## src/rtl/main_memory_arbiter_pkg.sv

```systemverilog
// Shared encodings and default widths for the main-memory arbiter.
package main_memory_arbiter_pkg;

  localparam int unsigned DATAWIDTH_ADDR_DEF = 16;
  localparam int unsigned DATAWIDTH_DATA_DEF = 32;
  localparam int unsigned DATAWIDTH_WAIT_DEF = 4;
  localparam int unsigned WAIT_STATES_DEF    = 2;

  typedef enum logic [1:0] {
    IDLE   = 2'd0,
    ACCESS = 2'd1,
    ACK    = 2'd2
  } state_t;

  typedef enum logic {
    OWNER_CPU = 1'b0,
    OWNER_LD  = 1'b1
  } owner_t;

endpackage

```

## src/rtl/main_memory_arbiter_if.sv

```systemverilog
// Requester and memory-port bundle; slave is the arbiter, master is its surroundings.
interface main_memory_arbiter_if
  import main_memory_arbiter_pkg::*;
#(
  parameter int unsigned DATAWIDTH_ADDR = DATAWIDTH_ADDR_DEF,
  parameter int unsigned DATAWIDTH_DATA = DATAWIDTH_DATA_DEF
);

  logic                      MAIN_MEMORY_ARBITER_CpuRD_In;
  logic                      MAIN_MEMORY_ARBITER_CpuWR_In;
  logic [DATAWIDTH_ADDR-1:0] MAIN_MEMORY_ARBITER_CpuAddr_InBus;
  logic [DATAWIDTH_DATA-1:0] MAIN_MEMORY_ARBITER_CpuWData_InBus;
  logic                      MAIN_MEMORY_ARBITER_CpuACK_Out;
  logic                      MAIN_MEMORY_ARBITER_LdReq_In;
  logic                      MAIN_MEMORY_ARBITER_LdWE_In;
  logic [DATAWIDTH_ADDR-1:0] MAIN_MEMORY_ARBITER_LdAddr_InBus;
  logic [DATAWIDTH_DATA-1:0] MAIN_MEMORY_ARBITER_LdWData_InBus;
  logic                      MAIN_MEMORY_ARBITER_LdACK_Out;
  logic [DATAWIDTH_DATA-1:0] MAIN_MEMORY_ARBITER_RData_OutBus;
  logic                      MAIN_MEMORY_ARBITER_MemCS_Out;
  logic                      MAIN_MEMORY_ARBITER_MemWE_Out;
  logic [DATAWIDTH_ADDR-1:0] MAIN_MEMORY_ARBITER_MemAddr_OutBus;
  logic [DATAWIDTH_DATA-1:0] MAIN_MEMORY_ARBITER_MemWData_OutBus;
  logic [DATAWIDTH_DATA-1:0] MAIN_MEMORY_ARBITER_MemRData_InBus;

  modport slave (
    input  MAIN_MEMORY_ARBITER_CpuRD_In, MAIN_MEMORY_ARBITER_CpuWR_In,
           MAIN_MEMORY_ARBITER_CpuAddr_InBus, MAIN_MEMORY_ARBITER_CpuWData_InBus,
           MAIN_MEMORY_ARBITER_LdReq_In, MAIN_MEMORY_ARBITER_LdWE_In,
           MAIN_MEMORY_ARBITER_LdAddr_InBus, MAIN_MEMORY_ARBITER_LdWData_InBus,
           MAIN_MEMORY_ARBITER_MemRData_InBus,
    output MAIN_MEMORY_ARBITER_CpuACK_Out, MAIN_MEMORY_ARBITER_LdACK_Out,
           MAIN_MEMORY_ARBITER_RData_OutBus, MAIN_MEMORY_ARBITER_MemCS_Out,
           MAIN_MEMORY_ARBITER_MemWE_Out, MAIN_MEMORY_ARBITER_MemAddr_OutBus,
           MAIN_MEMORY_ARBITER_MemWData_OutBus
  );

  modport master (
    output MAIN_MEMORY_ARBITER_CpuRD_In, MAIN_MEMORY_ARBITER_CpuWR_In,
           MAIN_MEMORY_ARBITER_CpuAddr_InBus, MAIN_MEMORY_ARBITER_CpuWData_InBus,
           MAIN_MEMORY_ARBITER_LdReq_In, MAIN_MEMORY_ARBITER_LdWE_In,
           MAIN_MEMORY_ARBITER_LdAddr_InBus, MAIN_MEMORY_ARBITER_LdWData_InBus,
           MAIN_MEMORY_ARBITER_MemRData_InBus,
    input  MAIN_MEMORY_ARBITER_CpuACK_Out, MAIN_MEMORY_ARBITER_LdACK_Out,
           MAIN_MEMORY_ARBITER_RData_OutBus, MAIN_MEMORY_ARBITER_MemCS_Out,
           MAIN_MEMORY_ARBITER_MemWE_Out, MAIN_MEMORY_ARBITER_MemAddr_OutBus,
           MAIN_MEMORY_ARBITER_MemWData_OutBus
  );

endinterface

```

## src/rtl/main_memory_arbiter_rr.sv

```systemverilog
// Two-way grant selection between CPU and loader.
// MAIN_MEMORY_ARBITER_LOADER_PRIORITY_EN: loader always wins, no last-grant state.
module main_memory_arbiter_rr
  import main_memory_arbiter_pkg::*;
(
  input  logic   clk,
  input  logic   rst_n,
  input  logic   req_cpu,
  input  logic   req_ld,
  input  logic   update,
  output owner_t owner_c
);

`ifdef MAIN_MEMORY_ARBITER_LOADER_PRIORITY_EN
  logic unused_c;
  assign unused_c = ^{clk, rst_n, req_cpu, update};

  // Fixed priority: loader preferred whenever it asks.
  assign owner_c = req_ld ? OWNER_LD : OWNER_CPU;
`else
  owner_t last;

  // Lone requester wins; on a tie the side not granted last wins.
  always_comb begin
    owner_c = OWNER_CPU;
    if (req_cpu && req_ld) begin
      owner_c = (last == OWNER_LD) ? OWNER_CPU : OWNER_LD;
    end else if (req_ld) begin
      owner_c = OWNER_LD;
    end
  end

  // Last-grant flop; starts at loader so the CPU takes the first tie.
  always_ff @(posedge clk or negedge rst_n) begin
    if (!rst_n) begin
      last <= OWNER_LD;
    end else if (update) begin
      last <= owner_c;
    end
  end
`endif

endmodule

```

## src/rtl/main_memory_arbiter.sv

```systemverilog
// Main-memory arbiter: grants CPU or loader, runs a fixed wait-state access, pulses ACK.
// Optional macro MAIN_MEMORY_ARBITER_LOADER_PRIORITY_EN selects fixed loader priority.
module main_memory_arbiter
  import main_memory_arbiter_pkg::*;
#(
  parameter int unsigned DATAWIDTH_ADDR = DATAWIDTH_ADDR_DEF,
  parameter int unsigned DATAWIDTH_DATA = DATAWIDTH_DATA_DEF,
  parameter int unsigned DATAWIDTH_WAIT = DATAWIDTH_WAIT_DEF,
  parameter int unsigned WAIT_STATES    = WAIT_STATES_DEF
)(
  input  logic                  MAIN_MEMORY_ARBITER_CLOCK_50,
  input  logic                  MAIN_MEMORY_ARBITER_ResetInLow_In,
  main_memory_arbiter_if.slave  bus
);

  logic clk;
  logic rst_n;
  assign clk   = MAIN_MEMORY_ARBITER_CLOCK_50;
  assign rst_n = MAIN_MEMORY_ARBITER_ResetInLow_In;

  state_t                    state, state_nxt;
  logic [DATAWIDTH_WAIT-1:0] cnt, cnt_nxt;
  owner_t                    owner, owner_nxt;
  logic                      we_q, we_nxt;
  logic [DATAWIDTH_ADDR-1:0] addr_q, addr_nxt;
  logic [DATAWIDTH_DATA-1:0] wdata_q, wdata_nxt;
  logic [DATAWIDTH_DATA-1:0] rdata_q, rdata_nxt;
  logic                      cs_q, cs_nxt;
  logic                      mem_we_q, mem_we_nxt;
  logic                      cpu_ack_q, cpu_ack_nxt;
  logic                      ld_ack_q, ld_ack_nxt;

  logic   cpu_req_c;
  logic   ld_req_c;
  logic   grant_c;
  owner_t rr_owner_c;

  assign cpu_req_c = bus.MAIN_MEMORY_ARBITER_CpuRD_In | bus.MAIN_MEMORY_ARBITER_CpuWR_In;
  assign ld_req_c  = bus.MAIN_MEMORY_ARBITER_LdReq_In;
  assign grant_c   = (state == IDLE) && (cpu_req_c || ld_req_c);

  main_memory_arbiter_rr u_rr (
    .clk     (clk),
    .rst_n   (rst_n),
    .req_cpu (cpu_req_c),
    .req_ld  (ld_req_c),
    .update  (grant_c),
    .owner_c (rr_owner_c)
  );

  // Next-state and next-output decode; outputs are all registered below.
  always_comb begin
    state_nxt   = state;
    cnt_nxt     = cnt;
    owner_nxt   = owner;
    we_nxt      = we_q;
    addr_nxt    = addr_q;
    wdata_nxt   = wdata_q;
    rdata_nxt   = rdata_q;
    cs_nxt      = 1'b0;
    mem_we_nxt  = 1'b0;
    cpu_ack_nxt = 1'b0;
    ld_ack_nxt  = 1'b0;
    unique case (state)
      IDLE: begin
        if (grant_c) begin
          state_nxt = ACCESS;
          cnt_nxt   = DATAWIDTH_WAIT'(WAIT_STATES);
          owner_nxt = rr_owner_c;
          if (rr_owner_c == OWNER_LD) begin
            we_nxt    = bus.MAIN_MEMORY_ARBITER_LdWE_In;
            addr_nxt  = bus.MAIN_MEMORY_ARBITER_LdAddr_InBus;
            wdata_nxt = bus.MAIN_MEMORY_ARBITER_LdWData_InBus;
          end else begin
            // RD and WR together is treated as a write.
            we_nxt    = bus.MAIN_MEMORY_ARBITER_CpuWR_In;
            addr_nxt  = bus.MAIN_MEMORY_ARBITER_CpuAddr_InBus;
            wdata_nxt = bus.MAIN_MEMORY_ARBITER_CpuWData_InBus;
          end
          cs_nxt     = 1'b1;
          mem_we_nxt = we_nxt;
        end
      end
      ACCESS: begin
        if (cnt == '0) begin
          state_nxt = ACK;
          if (!we_q) begin
            rdata_nxt = bus.MAIN_MEMORY_ARBITER_MemRData_InBus;
          end
          cpu_ack_nxt = (owner == OWNER_CPU);
          ld_ack_nxt  = (owner == OWNER_LD);
        end else begin
          cnt_nxt    = cnt - DATAWIDTH_WAIT'(1);
          cs_nxt     = 1'b1;
          mem_we_nxt = we_q;
        end
      end
      ACK: begin
        state_nxt = IDLE;
      end
      default: begin
        state_nxt = IDLE;
      end
    endcase
  end

  // State, access latches and output registers; reset abandons any access in flight.
  always_ff @(posedge clk or negedge rst_n) begin
    if (!rst_n) begin
      state     <= IDLE;
      cnt       <= '0;
      owner     <= OWNER_CPU;
      we_q      <= 1'b0;
      addr_q    <= '0;
      wdata_q   <= '0;
      rdata_q   <= '0;
      cs_q      <= 1'b0;
      mem_we_q  <= 1'b0;
      cpu_ack_q <= 1'b0;
      ld_ack_q  <= 1'b0;
    end else begin
      state     <= state_nxt;
      cnt       <= cnt_nxt;
      owner     <= owner_nxt;
      we_q      <= we_nxt;
      addr_q    <= addr_nxt;
      wdata_q   <= wdata_nxt;
      rdata_q   <= rdata_nxt;
      cs_q      <= cs_nxt;
      mem_we_q  <= mem_we_nxt;
      cpu_ack_q <= cpu_ack_nxt;
      ld_ack_q  <= ld_ack_nxt;
    end
  end

  assign bus.MAIN_MEMORY_ARBITER_CpuACK_Out      = cpu_ack_q;
  assign bus.MAIN_MEMORY_ARBITER_LdACK_Out       = ld_ack_q;
  assign bus.MAIN_MEMORY_ARBITER_RData_OutBus    = rdata_q;
  assign bus.MAIN_MEMORY_ARBITER_MemCS_Out       = cs_q;
  assign bus.MAIN_MEMORY_ARBITER_MemWE_Out       = mem_we_q;
  assign bus.MAIN_MEMORY_ARBITER_MemAddr_OutBus  = addr_q;
  assign bus.MAIN_MEMORY_ARBITER_MemWData_OutBus = wdata_q;

endmodule

```

## src/flat_wrapper.sv

```systemverilog
// flat-port wrapper written by rule: the top's interface ports become plain ports
module main_memory_arbiter_flat import main_memory_arbiter_pkg::*;
#(
  parameter int unsigned DATAWIDTH_ADDR = DATAWIDTH_ADDR_DEF,
  parameter int unsigned DATAWIDTH_DATA = DATAWIDTH_DATA_DEF,
  parameter int unsigned DATAWIDTH_WAIT = DATAWIDTH_WAIT_DEF,
  parameter int unsigned WAIT_STATES    = WAIT_STATES_DEF
)
  (MAIN_MEMORY_ARBITER_CLOCK_50, MAIN_MEMORY_ARBITER_ResetInLow_In, bus_MAIN_MEMORY_ARBITER_CpuRD_In, bus_MAIN_MEMORY_ARBITER_CpuWR_In, bus_MAIN_MEMORY_ARBITER_CpuAddr_InBus, bus_MAIN_MEMORY_ARBITER_CpuWData_InBus, bus_MAIN_MEMORY_ARBITER_LdReq_In, bus_MAIN_MEMORY_ARBITER_LdWE_In, bus_MAIN_MEMORY_ARBITER_LdAddr_InBus, bus_MAIN_MEMORY_ARBITER_LdWData_InBus, bus_MAIN_MEMORY_ARBITER_MemRData_InBus, bus_MAIN_MEMORY_ARBITER_CpuACK_Out, bus_MAIN_MEMORY_ARBITER_LdACK_Out, bus_MAIN_MEMORY_ARBITER_RData_OutBus, bus_MAIN_MEMORY_ARBITER_MemCS_Out, bus_MAIN_MEMORY_ARBITER_MemWE_Out, bus_MAIN_MEMORY_ARBITER_MemAddr_OutBus, bus_MAIN_MEMORY_ARBITER_MemWData_OutBus);
  main_memory_arbiter_if #(.DATAWIDTH_ADDR(DATAWIDTH_ADDR), .DATAWIDTH_DATA(DATAWIDTH_DATA)) bus_i ();
  input  logic MAIN_MEMORY_ARBITER_CLOCK_50;
  input  logic MAIN_MEMORY_ARBITER_ResetInLow_In;
  input wire logic [$bits(bus_i.MAIN_MEMORY_ARBITER_CpuRD_In)-1:0] bus_MAIN_MEMORY_ARBITER_CpuRD_In;
  input wire logic [$bits(bus_i.MAIN_MEMORY_ARBITER_CpuWR_In)-1:0] bus_MAIN_MEMORY_ARBITER_CpuWR_In;
  input wire logic [$bits(bus_i.MAIN_MEMORY_ARBITER_CpuAddr_InBus)-1:0] bus_MAIN_MEMORY_ARBITER_CpuAddr_InBus;
  input wire logic [$bits(bus_i.MAIN_MEMORY_ARBITER_CpuWData_InBus)-1:0] bus_MAIN_MEMORY_ARBITER_CpuWData_InBus;
  input wire logic [$bits(bus_i.MAIN_MEMORY_ARBITER_LdReq_In)-1:0] bus_MAIN_MEMORY_ARBITER_LdReq_In;
  input wire logic [$bits(bus_i.MAIN_MEMORY_ARBITER_LdWE_In)-1:0] bus_MAIN_MEMORY_ARBITER_LdWE_In;
  input wire logic [$bits(bus_i.MAIN_MEMORY_ARBITER_LdAddr_InBus)-1:0] bus_MAIN_MEMORY_ARBITER_LdAddr_InBus;
  input wire logic [$bits(bus_i.MAIN_MEMORY_ARBITER_LdWData_InBus)-1:0] bus_MAIN_MEMORY_ARBITER_LdWData_InBus;
  input wire logic [$bits(bus_i.MAIN_MEMORY_ARBITER_MemRData_InBus)-1:0] bus_MAIN_MEMORY_ARBITER_MemRData_InBus;
  output wire logic [$bits(bus_i.MAIN_MEMORY_ARBITER_CpuACK_Out)-1:0] bus_MAIN_MEMORY_ARBITER_CpuACK_Out;
  output wire logic [$bits(bus_i.MAIN_MEMORY_ARBITER_LdACK_Out)-1:0] bus_MAIN_MEMORY_ARBITER_LdACK_Out;
  output wire logic [$bits(bus_i.MAIN_MEMORY_ARBITER_RData_OutBus)-1:0] bus_MAIN_MEMORY_ARBITER_RData_OutBus;
  output wire logic [$bits(bus_i.MAIN_MEMORY_ARBITER_MemCS_Out)-1:0] bus_MAIN_MEMORY_ARBITER_MemCS_Out;
  output wire logic [$bits(bus_i.MAIN_MEMORY_ARBITER_MemWE_Out)-1:0] bus_MAIN_MEMORY_ARBITER_MemWE_Out;
  output wire logic [$bits(bus_i.MAIN_MEMORY_ARBITER_MemAddr_OutBus)-1:0] bus_MAIN_MEMORY_ARBITER_MemAddr_OutBus;
  output wire logic [$bits(bus_i.MAIN_MEMORY_ARBITER_MemWData_OutBus)-1:0] bus_MAIN_MEMORY_ARBITER_MemWData_OutBus;
  assign bus_i.MAIN_MEMORY_ARBITER_CpuRD_In = bus_MAIN_MEMORY_ARBITER_CpuRD_In;
  assign bus_i.MAIN_MEMORY_ARBITER_CpuWR_In = bus_MAIN_MEMORY_ARBITER_CpuWR_In;
  assign bus_i.MAIN_MEMORY_ARBITER_CpuAddr_InBus = bus_MAIN_MEMORY_ARBITER_CpuAddr_InBus;
  assign bus_i.MAIN_MEMORY_ARBITER_CpuWData_InBus = bus_MAIN_MEMORY_ARBITER_CpuWData_InBus;
  assign bus_i.MAIN_MEMORY_ARBITER_LdReq_In = bus_MAIN_MEMORY_ARBITER_LdReq_In;
  assign bus_i.MAIN_MEMORY_ARBITER_LdWE_In = bus_MAIN_MEMORY_ARBITER_LdWE_In;
  assign bus_i.MAIN_MEMORY_ARBITER_LdAddr_InBus = bus_MAIN_MEMORY_ARBITER_LdAddr_InBus;
  assign bus_i.MAIN_MEMORY_ARBITER_LdWData_InBus = bus_MAIN_MEMORY_ARBITER_LdWData_InBus;
  assign bus_i.MAIN_MEMORY_ARBITER_MemRData_InBus = bus_MAIN_MEMORY_ARBITER_MemRData_InBus;
  assign bus_MAIN_MEMORY_ARBITER_CpuACK_Out = bus_i.MAIN_MEMORY_ARBITER_CpuACK_Out;
  assign bus_MAIN_MEMORY_ARBITER_LdACK_Out = bus_i.MAIN_MEMORY_ARBITER_LdACK_Out;
  assign bus_MAIN_MEMORY_ARBITER_RData_OutBus = bus_i.MAIN_MEMORY_ARBITER_RData_OutBus;
  assign bus_MAIN_MEMORY_ARBITER_MemCS_Out = bus_i.MAIN_MEMORY_ARBITER_MemCS_Out;
  assign bus_MAIN_MEMORY_ARBITER_MemWE_Out = bus_i.MAIN_MEMORY_ARBITER_MemWE_Out;
  assign bus_MAIN_MEMORY_ARBITER_MemAddr_OutBus = bus_i.MAIN_MEMORY_ARBITER_MemAddr_OutBus;
  assign bus_MAIN_MEMORY_ARBITER_MemWData_OutBus = bus_i.MAIN_MEMORY_ARBITER_MemWData_OutBus;
  main_memory_arbiter #(.DATAWIDTH_ADDR(DATAWIDTH_ADDR), .DATAWIDTH_DATA(DATAWIDTH_DATA), .DATAWIDTH_WAIT(DATAWIDTH_WAIT), .WAIT_STATES(WAIT_STATES)) u_core (.MAIN_MEMORY_ARBITER_CLOCK_50(MAIN_MEMORY_ARBITER_CLOCK_50), .MAIN_MEMORY_ARBITER_ResetInLow_In(MAIN_MEMORY_ARBITER_ResetInLow_In), .bus(bus_i));
endmodule
```

## config.mk

```make
export PLATFORM = sky130hd
export DESIGN_NAME = main_memory_arbiter_flat
export DESIGN_NICKNAME = d
export VERILOG_FILES = /design/src/rtl/main_memory_arbiter_pkg.sv /design/src/rtl/main_memory_arbiter_if.sv /design/src/rtl/main_memory_arbiter_rr.sv /design/src/rtl/main_memory_arbiter.sv /design/src/flat_wrapper.sv
export SDC_FILE = /design/constraint.sdc
export NUM_CORES = 1
export LEC_CHECK = 0
export CORE_ASPECT_RATIO = 0.5
export CORE_MARGIN = 5
export CORE_UTILIZATION = 25
export CTS_CLUSTER_DIAMETER = 150
export CTS_CLUSTER_SIZE = 24
export DETAILED_ROUTE_END_ITERATION = 8
export GPL_TIMING_DRIVEN = 0
export MAX_ROUTING_LAYER = met4
export SYNTH_ARGS = -nofsm -noshare
export SYNTH_HDL_FRONTEND = slang
export SYNTH_SLANG_ARGS = --single-unit
```

## constraint.sdc

```tcl
create_clock -name MAIN_MEMORY_ARBITER_CLOCK_50 -period 2.5 [get_ports MAIN_MEMORY_ARBITER_CLOCK_50]
set_clock_uncertainty 0.2 [all_clocks]
set_input_delay 0.5 -clock MAIN_MEMORY_ARBITER_CLOCK_50 [delete_from_list [all_inputs] [get_ports MAIN_MEMORY_ARBITER_CLOCK_50]]
set_output_delay 0.5 -clock MAIN_MEMORY_ARBITER_CLOCK_50 [all_outputs]
set_load 0.03 [all_outputs]
```

* Yosys cells after proc, flatten, opt, wreduce, memory -nomap -nowiden
Index checks and enable logic that the tools add are counted.
Cells by class: add/subtract/negate cells 1, equal/unequal tests 4, multiplexer cells 22, bitwise logic cells 3, reduce and logical (&&, ||, !) cells 10
Operator list (count):
- two-way mux 32 bit | 1
- two-way mux 16 bit | 1
- two-way mux 1 bit | 12
- two-way mux 4 bit | 2
- one-hot mux 4 bit (2 select lines) | 1
- AND reduction 3 bit | 2
- logical NOT 4 bit | 1
- two-way mux 2 bit | 2
- != test 2 x 1 -> 1 bit, second input constant | 2
- one-hot mux 1 bit (2 select lines) | 2
- one-hot mux 2 bit (2 select lines) | 1
- AND reduction 2 bit | 2
- subtractor 4 x 1 -> 4 bit, second input constant | 1
- == test 2 x 1 -> 1 bit, second input constant | 1
- logical AND 1 bit | 2
- logical NOT 2 bit | 1
- != test 2 bit, second input constant | 1
- NOT 1 bit | 2
- nonzero test 2 bit | 1
- logical OR 1 bit | 1
- OR 1 bit | 1
Storage, ports and cells: register bits after elaboration 93, input port bits 134

* Longest topological paths before layout
Gate-level depths: netlist of run 1.
depth after elaboration 6, mapped depth 7, gate-level depth less buffers 5

* Modules after synthesis
From an unflattened synthesis of run 1, not the netlist that was laid out.
Unflattened totals: cell total of the unflattened synthesis 280, area total of the unflattened synthesis 4286.6 µm²
By module, submodules not included:
- main_memory_arbiter | instances 1, cells each 277, area an instance 4234.1 µm², seq. area each 2302.2 µm²
- main_memory_arbiter_rr | instances 1, cells each 3, area an instance 52.6 µm², seq. area each 26.3 µm²

* Worst setup path before layout of run 1
OpenSTA, ideal clock, no wires.
path kind register to register, start point register u_core.cnt[0], end point register u_core.rdata_q[0], in the netlist u_core.bus.MAIN_MEMORY_ARBITER_RData_OutBus[0], data arrival time 1.866 ns, required time 2.175 ns, slack 0.309 ns, stages on the path, launching flop included 8, buffers on the path 2, clock period less this slack 2.191 ns, cell sequence dfrtp_1 inv_1 ha_1 or3b_1 buf_2 nor3_4 buf_6 mux2_2
Between the ends: longest elaborated chain between the ends 2
Ends and longest elaborated chain:
- start, declared | line main_memory_arbiter.sv:22 | logic [DATAWIDTH_WAIT-1:0] cnt, cnt_nxt;
- start signal, assigned | line main_memory_arbiter.sv:123 | cnt <= cnt_nxt;
- logical NOT 4 bit | line main_memory_arbiter.sv:85 | if (cnt == '0) begin
- AND reduction 3 bit (no line)
- end signal, assigned | line main_memory_arbiter.sv:128 | rdata_q <= rdata_nxt;
- end, declared | line main_memory_arbiter.sv:27 | logic [DATAWIDTH_DATA-1:0] rdata_q, rdata_nxt;
Every way passes these cells. A chain may end at the register's enable or synchronous reset.

* Worst setup path after layout of run 1
start point register u_core.cnt[1], end point register u_core.rdata_q[18], in the netlist u_core.bus.MAIN_MEMORY_ARBITER_RData_OutBus[18]
Same word-level chain as after synthesis.

==> out/results.ini, run 1 <==
[sta]
finalHoldViolations = 0
rsz0062_at_grt = no
period_needed_ns = 2.35
tightest_slew_ns = 0.561
maxSlewViolCount = 0
finalCritPeriodShare_pct = 94.0
finalSetupViolations = 0
timing.hold.ws_ns = 0.286
slew_headroom_pct = 62.6
fmax_mhz = 425

[routing]
route.detailed.drc = 0
vias = 3985
drt_iter0_drc = 207
wire_per_inst_um = 18.5
wl_mm = 15.1
dr.pass1.iters = 4
vias_per_cell = 4.89
antenna_left = 0

[critical_path]
critPathBufInv = 4
crit_start = u_core.cnt[1]
start_kind = flip-flop
critPathTopFamily = simple AND/OR/NAND/NOR gates
max_stage_delay_ns = 0.41
crit_path_cell_trace = inv_1 -> ha_1 -> or3b_1 -> buf_2 -> nor3_4 -> buf_12 -> buf_6 -> mux2_2
worstReg2RegStart = u_core.cnt[1]
critPathArrivalTime_ns = 2.38
cp.required_ns = 2.53
cp_slowest_cell = dfrtp_1
end_kind = flip-flop
worstSetupPathType = flip-flop to flip-flop
path_max_fanout = 10

[finish]
syn2layout_area_growth_pct = 65.9
seqCellArea_mm2 = 0.00233
antennaDiodeCount = 0
layout_common_cells = clkdlybuf4s50_1, dfrtp_1, o21ai_0, a311oi_1, a2bb2oi_1
final_common_cell = clkdlybuf4s50_1
drive_above_1_share_pct = 10.7
nFillCells = 1594
layout.nets = 719
post-route-cell-area_mm2 = 0.00703
multi_input_area_mm2 = 0.00172

[grt]
grt_overflow = 0
grt_pass1_vias = 4245
grt_usage_pct = 15.3
grt_pass1_wl_mm = 23.5
grt_start_max_net_pins = 62
antenna_found_initial = 0

[pwr]
power_w = 0.00928
p_per_area_mw_per_mm2 = 1320
cellLeakagePower_nw = 2.67
ir_drop_mv = 0.429

[die]
io_pins = 218
rows = 33
die_w_um = 194
die_h_um = 102
coreArea_mm2 = 0.0165
start_util_pct = 25.7
floorplan.die_area_mm2 = 0.0198

[placement]
dpl_cell_area_mm2 = 0.00671
io_buffers = 216
post-dp-hpwl_mm = 11.3
gp_congestion = 0.767

[yosys]
syn-num-nets = 489
syn-cell-area_mm2 = 0.00424
synth_warnings = 0
synth_cell_type_count = 32
synth_seq_cells = 93
seq_area_frac_synth_pct = 55.0
syn-instance-count = 353
avgSynthCellArea_um2 = 12.0

[cts]
clock-sinks = 93
cts_buffer_depth = 2
cts_tree = done
htree_levels = 3
cts.clk_slew.worst_paths_ns = 0.07
numCtsBuffers = 9
cts-root-buf = clkbuf_16
clk_latency_ns = 0.34

[run_status]
status = finished clean

[hold_path]
hold_class = flip-flop to flip-flop
hp-start = u_core.cnt[3]

[run]
drv_cap = 0

==> flip-flops by register name (all words and copies together), names as in the netlist <==
register,flops
u_core.bus.MAIN_MEMORY_ARBITER_MemWData_OutBus,32
u_core.bus.MAIN_MEMORY_ARBITER_RData_OutBus,32
u_core.bus.MAIN_MEMORY_ARBITER_MemAddr_OutBus,16
u_core.cnt,4
u_core.state,2
u_core.bus.MAIN_MEMORY_ARBITER_CpuACK_Out,1
u_core.bus.MAIN_MEMORY_ARBITER_LdACK_Out,1
u_core.bus.MAIN_MEMORY_ARBITER_MemCS_Out,1
u_core.bus.MAIN_MEMORY_ARBITER_MemWE_Out,1
u_core.owner,1
u_core.u_rr.last,1
u_core.we_q,1
==> layer usage <==
layer | wire [µm] | vias to the layer above | global-route usage [%]
met1 | 6500 | 1991 | 18.7
met5 | 0 | - | -
met3 | 606 | 18 | 2.96
met4 | 253 | 0 | 4.32
li1 | - | 1857 | -
met2 | 7710 | 119 | 26.1
==> logic make-up (layout without fill, tap and decap cells) <==
| logic type | count (synthesis) | after routing | share of synthesized area (%) |
|---|---|---|---|
| flops | 93 | 93 | 55.0 |
| mux | 34 | 34 | 8.98 |
| buf+inv | 44 | 279 | 4.58 |
| simple gates | 21 | 21 | 3.07 |
| fa+ha+maj | 2 | 2 | 0.591 |
| compound gates | 159 | 159 | 27.8 |
==> report_power, final <==
part | switching (W) | internal [W]
Combinational | 0.00287 | 0.00240
Clock | 0.000630 | 0.000708
Sequential | 0.000405 | 0.00227
Total | 0.00390 | 0.00538
==> through the flow <==
step,setup TNS (ns),setup WS [ns],utilization (%),cells
after floorplan,0,0.309,-,353
after global placement,-284.88,-3.01,40.5,796
after detailed placement,-9.53,-0.243,40.6,797
after CTS,0,0.0227,42.4,814
after global routing,0,0.0251,42.6,815
final,0,0.149,42.6,815
==> cell usage after synthesis (all sizes together) <==
cell type,number,area share (%)
or2,1,0.15
clkbuf,32,2.8
o21ai,53,6.3
a32o,2,0.47
mux2,32,8.5
o22ai,2,0.30
inv,3,0.27
a21oi,2,0.24
nand2b,3,0.44
nor2,3,0.27
nor3b,1,0.18
buf,9,1.5
dfstp,1,0.62
a2bb2oi,48,9.9
a311oi,48,9.9
nor3,4,0.86
mux2i,2,0.47
ha,2,0.59
nand3,5,0.59
and3,1,0.15
o31ai,2,0.35
or3b,1,0.21
dfrtp,92,54
nor2b,1,0.15
nand2,1,0.089
o21a,2,0.35
==> repair_timing <==
item / CTS / global route
endpoints found under the setup margin: 0 / 66
setup buffers: 0 / 1
gates resized for setup: 0 / 2
endpoints found under the hold margin: 32 / 0
hold buffers: 1 / 0
==> final cells by class <==
cell class              instances  share of cell area, %
repair buffers                219                   31.5
inverters                       3                  0.160
clock buffers                  10                   3.40
plain buffers                  41                   2.60
flip-flops and latches         93                   33.1
multi-input cells             216                   24.5
clock inverters                 6                  0.676
well taps                     227                   4.04
==> worst register-to-register path, stage by stage (launching register included) <==
cell,delay (ns)
dfrtp_1,0.41
inv_1,0.09
ha_1,0.16
or3b_1,0.34
buf_2,0.18
nor3_4,0.23
buf_12,0.14
buf_6,0.15
mux2_2,0.35
==> path summary, 6_finish.rpt <==
path	depth (start not counted)	endpoint	slack, ns
worst max-delay path	8	u_core.bus.MAIN_MEMORY_ARBITER_RData_OutBus[18]	0.15
worst min-delay path	1	u_core.cnt[3]	0.29
worst max register to register	8	u_core.bus.MAIN_MEMORY_ARBITER_RData_OutBus[18]	0.15
worst min register to register	1	u_core.cnt[3]	0.29
max in group asynchronous	3	u_core.u_rr.last	0.96
min in group asynchronous	2	async pin	0.45
Note: power is estimated with default switching activity, not from simulation.
==> run 2, diff against run 1 <==
SETUP_SLACK_MARGIN = 0.1   (was not set)
==> out/results.ini, run 2 (synthesis gave the netlist of run 1 again) <==
[sta]
maxSlewViolCount = 0
period_needed_ns = 2.31
tightest_slew_ns = 0.564
finalCritPeriodShare_pct = 92.2
finalHoldViolations = 0
fmax_mhz = 434
rsz0062_at_grt = yes
slew_headroom_pct = 62.4
finalSetupViolations = 0

[hold_path]
hold_class = flip-flop to flip-flop
hold_depth = 1

[cts]
cts-root-buf = clkbuf_16
numCtsBuffers = 9
cts_buffer_depth = 2
cts_tree = done
cts.clk_slew.worst_paths_ns = 0.07
clk_latency_ns = 0.34
htree_levels = 3
clock-sinks = 93

[routing]
vias_per_cell = 4.88
drt_iter0_drc = 198
dr.pass1.iters = 4
route.detailed.drc = 0
antenna_left = 0
vias = 3997
wire_per_inst_um = 18.5
wl_mm = 15.1

[finish]
syn2layout_area_growth_pct = 67.2
final_common_cell = clkdlybuf4s50_1
post-route-cell-area_mm2 = 0.00708
fin_cells = 819
layout_common_cells = clkdlybuf4s50_1, dfrtp_1, o21ai_0, a311oi_1, a2bb2oi_1
drive_above_1_share_pct = 11.8
layout.nets = 723
antennaDiodeCount = 0
nFillCells = 1587

[critical_path]
path_max_fanout = 10
rr_worst_depth = 8
worstSetupPathType = flip-flop to flip-flop
start_kind = flip-flop
critPathArrivalTime_ns = 2.33
cp.required_ns = 2.53
end_kind = flip-flop

[grt]
grt_pass1_vias = 4263
antenna_found_initial = 0
grt_pass1_wl_mm = 23.6
grt_overflow = 0
grt_start_max_net_pins = 62
grt_usage_pct = 15.3

[die]
io_pins = 218
coreArea_mm2 = 0.0165
die_h_um = 102
die_w_um = 194
floorplan.die_area_mm2 = 0.0198
start_util_pct = 25.7
rows = 33

[pwr]
pwr-share-comb_pct = 57.1
p_per_area_mw_per_mm2 = 1320
cellLeakagePower_nw = 2.70
p_int_w = 0.00543
seq_power_share_pct = 28.6
ir_drop_mv = 0.430
clkPwrFrac_pct = 14.3
p_switching_w = 0.00392
switching_share_pct = 41.9

[placement]
gp_congestion = 0.767
dpl_cell_area_mm2 = 0.00671
io_buffers = 216
place_inst = 797
post-dp-hpwl_mm = 11.3

[run]
drv_cap = 0

[run_status]
status = finished clean

## run 2: worst paths after layout
path                                              startpoint                                        endpoint  slack [ns]
setup / recovery                               u_core.cnt[1]  u_core.bus.MAIN_MEMORY_ARBITER_RData_OutBus[1]        0.19
hold / removal                                 u_core.cnt[3]                                   u_core.cnt[3]        0.29
setup reg to reg                               u_core.cnt[1]  u_core.bus.MAIN_MEMORY_ARBITER_RData_OutBus[1]        0.19
hold reg to reg                                u_core.cnt[3]                                   u_core.cnt[3]        0.29
max in group asynchronous  MAIN_MEMORY_ARBITER_ResetInLow_In                                u_core.u_rr.last        0.96
min in group asynchronous  MAIN_MEMORY_ARBITER_ResetInLow_In                                       async pin        0.44
## run 2: what timing repair did
item,in CTS,in global routing
resized for setup,0,13
setup endpoints to repair,30,81
pin swaps,1,1
hold buffers,1,0
setup buffers,2,3
endpoints found under the hold margin,32,0
## run 2: metal layers
metal	vias up	share of wire (%)	GRT usage (%)	wire length [µm]
met1	1992	43	18.7	6540
met2	122	51	26.3	7710
met5	-	0	-	0
met4	0	1.7	4.32	262
met3	20	4.0	2.96	605
li1	1863	-	-	-
## run 2: stage by stage
stage	setup TNS [ns]	setup slack (ns)	hold WS, ns	utilization [%]	power, W
6_report	0	0.195	0.288	42.9	0.00935
5_1_grt	0	0.0940	0.317	42.9	0.00987
4_1_cts	0	0.128	0.294	42.6	0.00939
3_5_place_dp	-9.53	-0.243	0.284	40.6	0.00800
2_1_floorplan	0	0.309	0.00441	-	0.00579
3_3_place_gp	-284.88	-3.01	0.274	40.5	0.00792
## run 2: cell type report
type	instances	area, µm²	share of cell area (%)
Inverter	3	11.3	0.159
Clock inverter	6	47.5	0.671
Timing Repair Buffer	223	2250	31.7
Tap cell	227	284	4.01
Buffer	41	203	2.86
Sequential cell	93	2330	32.9
Clock buffer	10	239	3.37
Multi-Input combinational cell	216	1720	24.3
## run 2: power groups by stage
| stage | combinational [W] | clock, W | sequential [W] |
|---|---|---|---|
| 4_1_cts | 0.00533 | 0.00138 | 0.00268 |
| 5_1_grt | 0.00566 | 0.00145 | 0.00276 |
| 2_1_floorplan | 0.00177 | 0 | 0.00402 |
| 3_5_place_dp | 0.00530 | 0 | 0.00269 |
| 6_report | 0.00534 | 0.00134 | 0.00268 |
| 3_3_place_gp | 0.00524 | 0 | 0.00268 |
## run 2: critical path, cell delays in order (launching register included)
cell,delay (ns)
dfrtp_1,0.41
inv_1,0.09
ha_2,0.17
or3b_1,0.36
buf_6,0.15
nor3_4,0.19
buf_12,0.14
buf_8,0.13
mux2_2,0.34
==> run 3, diff against run 2 <==
REMOVE_ABC_BUFFERS = 1   (was not set)
==> out/results.ini, run 3 (synthesis gave the netlist of run 1 again) <==
[pwr]
clkPwrFrac_pct = 14.3
p_per_area_mw_per_mm2 = 1330
p_int_w = 0.00550
cellLeakagePower_nw = 2.70
p_switching_w = 0.00391
switching_share_pct = 41.5
seq_power_share_pct = 28.4
pwr-share-comb_pct = 57.3
ir_drop_mv = 0.587

[sta]
period_needed_ns = 2.33
rsz0062_at_grt = yes
maxSlewViolCount = 0
slew_headroom_pct = 15.6
fin_ws_ns = 0.172
tightest_slew_ns = 1.27
fmax_mhz = 429
finalCritPeriodShare_pct = 93.1
finalSetupViolations = 0
finalHoldViolations = 0

[finish]
syn2layout_area_growth_pct = 66.8
layout_common_cells = clkdlybuf4s50_1, dfrtp_1, o21ai_0, a311oi_1, a2bb2oi_1
final_common_cell = clkdlybuf4s50_1
layout.nets = 690
drive_above_1_share_pct = 12.4
final_util_pct = 42.8
antennaDiodeCount = 0

[critical_path]
worstReg2RegStart = u_core.cnt[0]
worstSetupPathType = flip-flop to flip-flop
max_stage_delay_ns = 0.44
start_kind = flip-flop
cp.required_ns = 2.52
critPathTopFamily = simple AND/OR/NAND/NOR gates
reg2reg_to = u_core.bus.MAIN_MEMORY_ARBITER_RData_OutBus[23]
critPathBufInv = 2
rr_worst_depth = 6
crit_path_cell_trace = inv_1 -> ha_1 -> or3b_4 -> nor3_4 -> buf_4 -> mux2_2
critPathArrivalTime_ns = 2.35
end_kind = flip-flop
cp_slowest_cell = or3b_4
r2r_slack_ns = 0.17
path_max_fanout = 9

[grt]
grt_pass1_wl_mm = 24.0
antenna_found_initial = 0
grt_overflow = 0
grt_usage_pct = 15.7
grt_start_max_net_pins = 56
grt_pass1_vias = 4228

[placement]
io_buffers = 217
post-dp-hpwl_mm = 10.6
pre_cts_slack_ns = -0.597
gp_congestion = 0.729

[routing]
drt_iter0_drc = 211
dr.pass1.iters = 4
wl_met3_um = 684
antenna_left = 0
wl_mm = 15.5
wl_met1_mm = 6.52
met2_length_mm = 7.88
dr.max_layer_used = met4
vias_per_cell = 5.08
route.detailed.drc = 0
wire_per_inst_um = 19.8
vias = 3985

[die]
io_pins = 218
floorplan.die_area_mm2 = 0.0198
start_util_pct = 25.7
coreArea_mm2 = 0.0165
rows = 33
die_h_um = 102
die_w_um = 194

[cts]
cts_buffer_depth = 2
clock-sinks = 93
ctsHoldBuffers = 0
cts-root-buf = clkbuf_16
htree_levels = 3
cts.clk_slew.worst_paths_ns = 0.07
numCtsBuffers = 9
clk_latency_ns = 0.34
cts_tree = done

[run]
drv_cap = 0

[hold_path]
hold_class = input port to async pin

[run_status]
status = finished clean

-- run 3: changes by cell type in the layout (fill, tap and decap cells not counted), moves of 2 or more --
cell	delta
clkinvlp_4	-2
buf_8	-3
clkbuf_2	-2
buf_16	+5
buf_2	-3
clkbuf_1	-28
nor2_4	+2
-- run 3: cell type report --
| cell class | count | area, µm² |
|---|---|---|
| well taps | 227 | 284 |
| flip-flops and latches | 93 | 2330 |
| inverters | 3 | 11.3 |
| multi-input cells | 217 | 1750 |
| clock inverters | 4 | 50.0 |
| repair buffers | 230 | 2410 |
| clock buffers | 11 | 233 |
| fillers | 1577 | 9450 |
-- run 3: how the worst max path moves through the flow --
stage                                     start                                                to  depth (start not counted)
6_report                          u_core.cnt[0]   u_core.bus.MAIN_MEMORY_ARBITER_RData_OutBus[23]                          6
5_1_grt                           u_core.cnt[0]   u_core.bus.MAIN_MEMORY_ARBITER_RData_OutBus[24]                          6
4_1_cts                           u_core.cnt[0]   u_core.bus.MAIN_MEMORY_ARBITER_RData_OutBus[23]                          6
3_5_place_dp   bus_MAIN_MEMORY_ARBITER_CpuWR_In                                         flip-flop                          6
3_3_place_gp   bus_MAIN_MEMORY_ARBITER_LdReq_In                                         flip-flop                          4
2_1_floorplan  bus_MAIN_MEMORY_ARBITER_CpuWR_In  u_core.bus.MAIN_MEMORY_ARBITER_MemAddr_OutBus[0]                          3
-- run 3: layer usage --
metal	up-vias	GRT usage (%)
met2	119	26.6
met5	-	-
met1	2035	18.7
met3	28	3.69
li1	1803	-
met4	0	5.72
-- run 3: power groups by stage --
stage | Combinational, W | Sequential [W] | Clock [W]
after floorplan | 0.00169 | 0.00402 | 0
after global placement | 0.00530 | 0.00267 | 0
after detailed placement | 0.00540 | 0.00269 | 0
after CTS | 0.00544 | 0.00268 | 0.00142
after global routing | 0.00570 | 0.00278 | 0.00148
final | 0.00539 | 0.00268 | 0.00135
-- run 3: metrics by stage --
stage	hold slack [ns]	TNS, ns	instances	cell area, µm²	power [W]
after floorplan	0.00441	-75.09	312	4050	0.00572
after global placement	0.274	-699.14	756	6510	0.00797
after detailed placement	0.279	-36.30	764	6730	0.00809
after CTS	0.0251	0	785	7060	0.00955
after global routing	0.0491	0	785	7070	0.00996
final	0.00995	0	785	7070	0.00941
-- run 3: repair_timing --
action	in CTS	in global routing
setup endpoints to repair	81	35
pin swaps	3	2
cloned	1	0
resized for setup	1	1
buffers inserted	5	0
